**src/rtl/abacus_window_ctrl.sv**
```systemverilog
// Profiling-window sequencer: arms, clears and enables the profilers for a programmed cycle count.
// Optional external start trigger is compiled in with ABACUS_WINDOW_TRIGGER_EN.
//
// state | meaning
// IDLE  | waiting for arm; WINDOW writable
// CLEAR | one-cycle profiler clear, elapsed zeroed
// ARMED | waiting for start (trigger or immediate)
// RUN   | profilers enabled, elapsed counting
// DONE  | window complete, done_irq raised
module abacus_window_ctrl #(
  parameter int CNT_W = 32
) (
  input  logic             aclk,
  input  logic             rst,
  input  logic             cfg_we,
  input  logic             cfg_addr,
  input  logic [31:0]      cfg_wdata,
`ifdef ABACUS_WINDOW_TRIGGER_EN
  input  logic             trigger,
`endif
  output logic             prof_enable,
  output logic             prof_clear,
  output logic [CNT_W-1:0] elapsed,
  output logic [2:0]       state_o,
  output logic             done_irq,
  output logic             overrun
);

  localparam logic [2:0] ST_IDLE  = 3'd0;
  localparam logic [2:0] ST_CLEAR = 3'd1;
  localparam logic [2:0] ST_ARMED = 3'd2;
  localparam logic [2:0] ST_RUN   = 3'd3;
  localparam logic [2:0] ST_DONE  = 3'd4;

  logic [2:0]       state_q, state_d;
  logic [CNT_W-1:0] window_q, window_d;
  logic [CNT_W-1:0] elapsed_q, elapsed_d, elapsed_inc;
  logic             auto_rearm_q, auto_rearm_d;
  logic             done_irq_q, done_irq_d;
  logic             overrun_q, overrun_d;
  logic             cmd, arm, abort, ack, done_set, start_ok;

`ifdef ABACUS_WINDOW_TRIGGER_EN
  logic trig_sel_q, trig_sel_d;
  assign start_ok = !trig_sel_q || trigger;
`else
  assign start_ok = 1'b1;
`endif

  assign cmd   = cfg_we && !cfg_addr;
  assign arm   = cmd && cfg_wdata[0];
  assign abort = cmd && cfg_wdata[3];
  assign ack   = cmd && cfg_wdata[4];

  // Saturating increment so an unbounded window never wraps.
  assign elapsed_inc = (&elapsed_q) ? elapsed_q : elapsed_q + CNT_W'(1);

  always_comb begin
    state_d      = state_q;
    window_d     = window_q;
    elapsed_d    = elapsed_q;
    auto_rearm_d = auto_rearm_q;
`ifdef ABACUS_WINDOW_TRIGGER_EN
    trig_sel_d   = trig_sel_q;
`endif
    if (cfg_we && cfg_addr && state_q == ST_IDLE)
      window_d = CNT_W'(cfg_wdata);
    case (state_q)
      ST_IDLE: begin
        if (arm && !abort) begin
          state_d      = ST_CLEAR;
          auto_rearm_d = cfg_wdata[2];
`ifdef ABACUS_WINDOW_TRIGGER_EN
          trig_sel_d   = cfg_wdata[1];
`endif
        end
      end
      ST_CLEAR: begin
        if (abort) begin
          state_d = ST_IDLE;
        end else begin
          elapsed_d = '0;
          state_d   = ST_ARMED;
        end
      end
      ST_ARMED: begin
        if (abort)         state_d = ST_IDLE;
        else if (start_ok) state_d = ST_RUN;
      end
      ST_RUN: begin
        if (abort) begin
          state_d = ST_IDLE;
        end else begin
          elapsed_d = elapsed_inc;
          if (window_q != '0 && elapsed_inc == window_q)
            state_d = ST_DONE;
        end
      end
      ST_DONE:  state_d = auto_rearm_q ? ST_CLEAR : ST_IDLE;
      default:  state_d = ST_IDLE;
    endcase
  end

  // A completion in the same cycle as an acknowledge keeps the flags set.
  assign done_set = (state_q == ST_RUN) && (state_d == ST_DONE);

  always_comb begin
    done_irq_d = done_irq_q;
    overrun_d  = overrun_q;
    if (ack) begin
      done_irq_d = 1'b0;
      overrun_d  = 1'b0;
    end
    if (done_set) begin
      done_irq_d = 1'b1;
      if (done_irq_q) overrun_d = 1'b1;
    end
  end

  always_ff @(posedge aclk or posedge rst) begin
    if (rst) begin
      state_q      <= ST_IDLE;
      window_q     <= '0;
      elapsed_q    <= '0;
      auto_rearm_q <= 1'b0;
      done_irq_q   <= 1'b0;
      overrun_q    <= 1'b0;
    end else begin
      state_q      <= state_d;
      window_q     <= window_d;
      elapsed_q    <= elapsed_d;
      auto_rearm_q <= auto_rearm_d;
      done_irq_q   <= done_irq_d;
      overrun_q    <= overrun_d;
    end
  end

`ifdef ABACUS_WINDOW_TRIGGER_EN
  always_ff @(posedge aclk or posedge rst) begin
    if (rst) trig_sel_q <= 1'b0;
    else     trig_sel_q <= trig_sel_d;
  end
`endif

  assign prof_enable = (state_q == ST_RUN);
  assign prof_clear  = (state_q == ST_CLEAR);
  assign elapsed     = elapsed_q;
  assign state_o     = state_q;
  assign done_irq    = done_irq_q;
  assign overrun     = overrun_q;

endmodule
```
**config.mk**
```make
export PLATFORM = sky130hd
export DESIGN_NAME = abacus_window_ctrl
export DESIGN_NICKNAME = d
export VERILOG_FILES = /design/src/rtl/abacus_window_ctrl.sv
export SDC_FILE = /design/constraint.sdc
export NUM_CORES = 1
export LEC_CHECK = 0
export CORE_MARGIN = 5
export CORE_UTILIZATION = 55
export DETAILED_ROUTE_END_ITERATION = 8
export HOLD_SLACK_MARGIN = 0.15
export MAX_ROUTING_LAYER = met4
export PLACE_DENSITY = 0.86
export SETUP_SLACK_MARGIN = 0.3
export SYNTH_ARGS = -nofsm -noshare
export SYNTH_HDL_FRONTEND = slang
export SYNTH_SLANG_ARGS = --single-unit
```
**constraint.sdc**
```tcl
create_clock -name aclk -period 6.5 [get_ports aclk]
set_input_delay 0.65 -clock aclk [delete_from_list [all_inputs] [get_ports aclk]]
set_output_delay 0.65 -clock aclk [all_outputs]
set_load 0.005 [all_outputs]
```
==> results.json <==
{
  "fin_nets": 584,
  "synthAdderAreaFrac_pct": 0.2793,
  "drv_slew": 0,
  "cts_sinks": 70,
  "yosysSeqAreaShare_pct": 39.10,
  "path_max_fanout": 9,
  "max_freq_ghz": 0.2900,
  "tightestPinTransition_ns": 1.021,
  "start_util_pct": 55.36,
  "whs_ns": 0.5212,
  "antenna_left": 0,
  "post-route-period-util_pct": 53.06,
  "place_inst": 641,
  "netlist_area_mm2": 0.004481,
  "synthesis.nets": 525,
  "power.share.combinational_pct": 29.3,
  "rsz0062_at_grt": "false",
  "drt-wirelength-per-cell_um": 22.55,
  "synth_xor_area_share_pct": 8.573,
  "fp.dieH_um": 100.3,
  "clk_pin_slew_worst_paths_ns": 0.09,
  "report.final.setup_viol": 0,
  "cts_made_buffers": 9,
  "n_fill_cell": 645,
  "core_mm2": 0.008093,
  "grt_first_pass_wirelength_mm": 23.23,
  "io_buffers": 74,
  "synth-async-reset-ratio_pct": 100.0,
  "post-route-min-period_ns": 3.449,
  "cts_setup_buffers": 0,
  "worst_slew_margin_rel_pct": 31.91,
  "synth_area_per_cell_um2": 9.181,
  "synth.distinct_cells": 63,
  "synth_compound_area_share_pct": 16.20,
  "p_seq_share_pct": 43.6,
  "yosys_warnings": 0,
  "grt_max_degree": 71,
  "cts_tree": "built",
  "drive_gt1_share_pct": 12.52,
  "status": "finished clean",
  "drv_cap": 0,
  "p_leak_nw": 2.201,
  "clkLatencyLatePin_ns": 0.35,
  "ir_drop_mv": 0.2166,
  "viasPerCell": 6.447,
  "final_util_pct": 67.58,
  "cts_resized": 0,
  "p_int_mw": 0.9630,
  "cellPowerDensity_mw_per_mm2": 273.7,
  "start_kind": "flip-flop",
  "wl_met3_mm": 1.419,
  "cp.arrival_ns": 3.73,
  "ios": 75,
  "synth-seq-cells": 70,
  "grt_pass1_vias": 4037,
  "root_buffer": "clkbuf_8",
  "postCtsHoldBufs": 0,
  "synth_top_family_by_area": "simple AND/OR/NAND/NOR gates",
  "yosys.area_share.simple_pct": 22.48,
  "hpwl_mm": 10.70,
  "syn2layout_area_growth_pct": 22.06,
  "gp_congestion": 0.9626,
  "end_kind": "flip-flop",
  "hold_viol_final": 0,
  "stdcell_count": 656,
  "power.share.clock_pct": 27.1,
  "route.detailed.drc": 0,
  "p_sw_share_pct": 35.67,
  "antenna_cells": 0,
  "die-area_mm2": 0.01005,
  "via_count": 4229,
  "fin_setup_tns_ns": 0,
  "final.setup_skew_ns": 0.01033,
  "grt_usage_pct": 30.89,
  "drt-initial-drc-count": 399,
  "synth_edf_count": 0,
  "synth-main-ff-cell": "dfrtp_1",
  "cts_max_path_buffers": 2,
  "antenna_found_initial": 0,
  "m1WireLength_mm": 6.261,
  "hp-class": "reg -> reg",
  "wl_met2_mm": 6.826,
  "dr.pass1.iters": 5,
  "rows": 33,
  "gr-total-overflow": 0,
  "worstSetupPathType": "reg -> reg",
  "power_switching_mw": 0.5339,
  "die_w_um": 100.3,
  "wl_mm": 14.79,
  "required_ns": 6.78,
  "postSynthCellCount": 488,
  "muxShareOfSynthArea_pct": 9.411,
  "htree_levels": 3,
  "highest_layer": "met4"
}
## power groups by stage
| stage | clock (mW) | sequential (mW) | combinational [mW] |
|---|---|---|---|
| after floorplan | 0 | 0.585 | 0.316 |
| after global placement | 0 | 0.651 | 0.431 |
| after detailed placement | 0 | 0.655 | 0.434 |
| after CTS | 0.410 | 0.647 | 0.438 |
| after global routing | 0.427 | 0.663 | 0.476 |
| final | 0.406 | 0.653 | 0.438 |
## placed cells by master (no fill, tap or decap), drive strengths merged, types with 2 or more instances in the layout
| master | count |
|---|---|
| bufinv | 2 |
| clkdlybuf4s50 | 74 |
| nor3 | 14 |
| o22ai | 3 |
| a21o | 3 |
| xnor2 | 30 |
| nand2b | 9 |
| nor2 | 35 |
| mux2i | 5 |
| o211ai | 4 |
| and3 | 12 |
| a31oi | 8 |
| a31o | 2 |
| or3 | 5 |
| nor2b | 2 |
| a22o | 7 |
| nand2 | 52 |
| inv | 8 |
| mux2 | 33 |
| buf | 7 |
| xor2 | 13 |
| dfrtp | 70 |
| o31ai | 15 |
| o21a | 2 |
| or4 | 2 |
| clkbuf | 9 |
| nand4 | 14 |
| clkinv | 2 |
| o41ai | 5 |
| nand3 | 24 |
| o21ai | 28 |
| nor4 | 15 |
| a21oi | 16 |
| o2111ai | 3 |
## per-layer routing
layer | vias up | track usage (%)
met4 | 0 | 8.497
li1 | 1910 | -
met5 | - | -
met2 | 246 | 45.87
met3 | 22 | 6.393
met1 | 2051 | 43.06
## per-stage QoR
step | power [mW] | instance area (um^2) | setup slack [ns]
2_1_floorplan | 0.9019 | 4481 | 3.571
3_3_place_gp | 1.082 | 5250 | 3.265
3_5_place_dp | 1.090 | 5250 | 3.126
4_1_cts | 1.494 | 5469 | 3.074
5_1_grt | 1.567 | 5469 | 2.864
6_report | 1.497 | 5469 | 3.051
## logic make-up (layout without fill, tap and decap cells)
| group | after synthesis | after routing |
|---|---|---|
| buffers and inverters | 39 | 102 |
| AND/OR/NAND/NOR | 190 | 190 |
| multiplexers | 38 | 38 |
| adder cells (fa/ha/maj) | 1 | 1 |
| AO/OA/AOI/OAI | 107 | 107 |
| XOR/XNOR | 43 | 43 |
| flip-flops | 70 | 70 |
## area by class of cell
class,instances,area (um^2),share of cell area [%]
multi-input cells,379,2551,46.65
flip-flops and latches,70,1752,32.03
repair buffers,81,793.3,14.50
well taps,105,131.4,2.402
clock buffers,9,123.9,2.265
clock inverters,6,95.09,1.739
inverters,6,22.52,0.4118
## critical path: stages, from the launching register on
cell and delay, ns:
dfrtp_1 0.46, ha_1 0.30, nand3_1 0.17, or4_4 0.65, nor3_4 0.48, o21ai_0 0.18, nor2_1 0.11, o2111ai_1 0.13
nor4_1 0.42, and3_2 0.30, a22o_1 0.17
## registers in the layout, summed over array words and instances, names as in the netlist
| register | cells |
|---|---|
| auto_rearm_q | 1 |
| done_irq | 1 |
| elapsed | 32 |
| overrun | 1 |
| state_o | 3 |
| window_q | 32 |
## synth_stat cells (5+ instances only)
cell type,instances,area share (%)
mux2i_1,5,1.1
nor2_1,35,2.9
nor3_1,13,1.5
o31ai_1,14,2.3
nand4_1,13,1.8
nand3_1,23,2.6
and3_1,11,1.5
buf_2,12,1.3
mux2_2,33,8.3
xnor2_1,30,5.9
dfrtp_1,70,39
nor4_1,13,1.8
xor2_1,12,2.3
inv_1,6,0.50
nand2b_1,9,1.3
a31oi_1,8,1.1
a21oi_1,16,1.8
o41ai_1,5,0.98
a22o_1,7,1.4
o21ai_0,27,3.0
clkbuf_1,17,1.4
nand2_1,52,4.4
## path summary, 6_finish.rpt
check / from / end / slack, ns / cells after the start
worst max-delay path: elapsed[0] / overrun / 3.05 / 10
worst min-delay path: auto_rearm_q / auto_rearm_q / 0.52 / 1
worst max register to register: elapsed[0] / overrun / 3.05 / 10
worst min register to register: auto_rearm_q / auto_rearm_q / 0.52 / 1
max in group asynchronous: rst / elapsed[5] / 5.00 / 3
min in group asynchronous: rst / window_q[29] / 0.90 / 3
No activity file was read; power rests on OpenSTA's default activity.
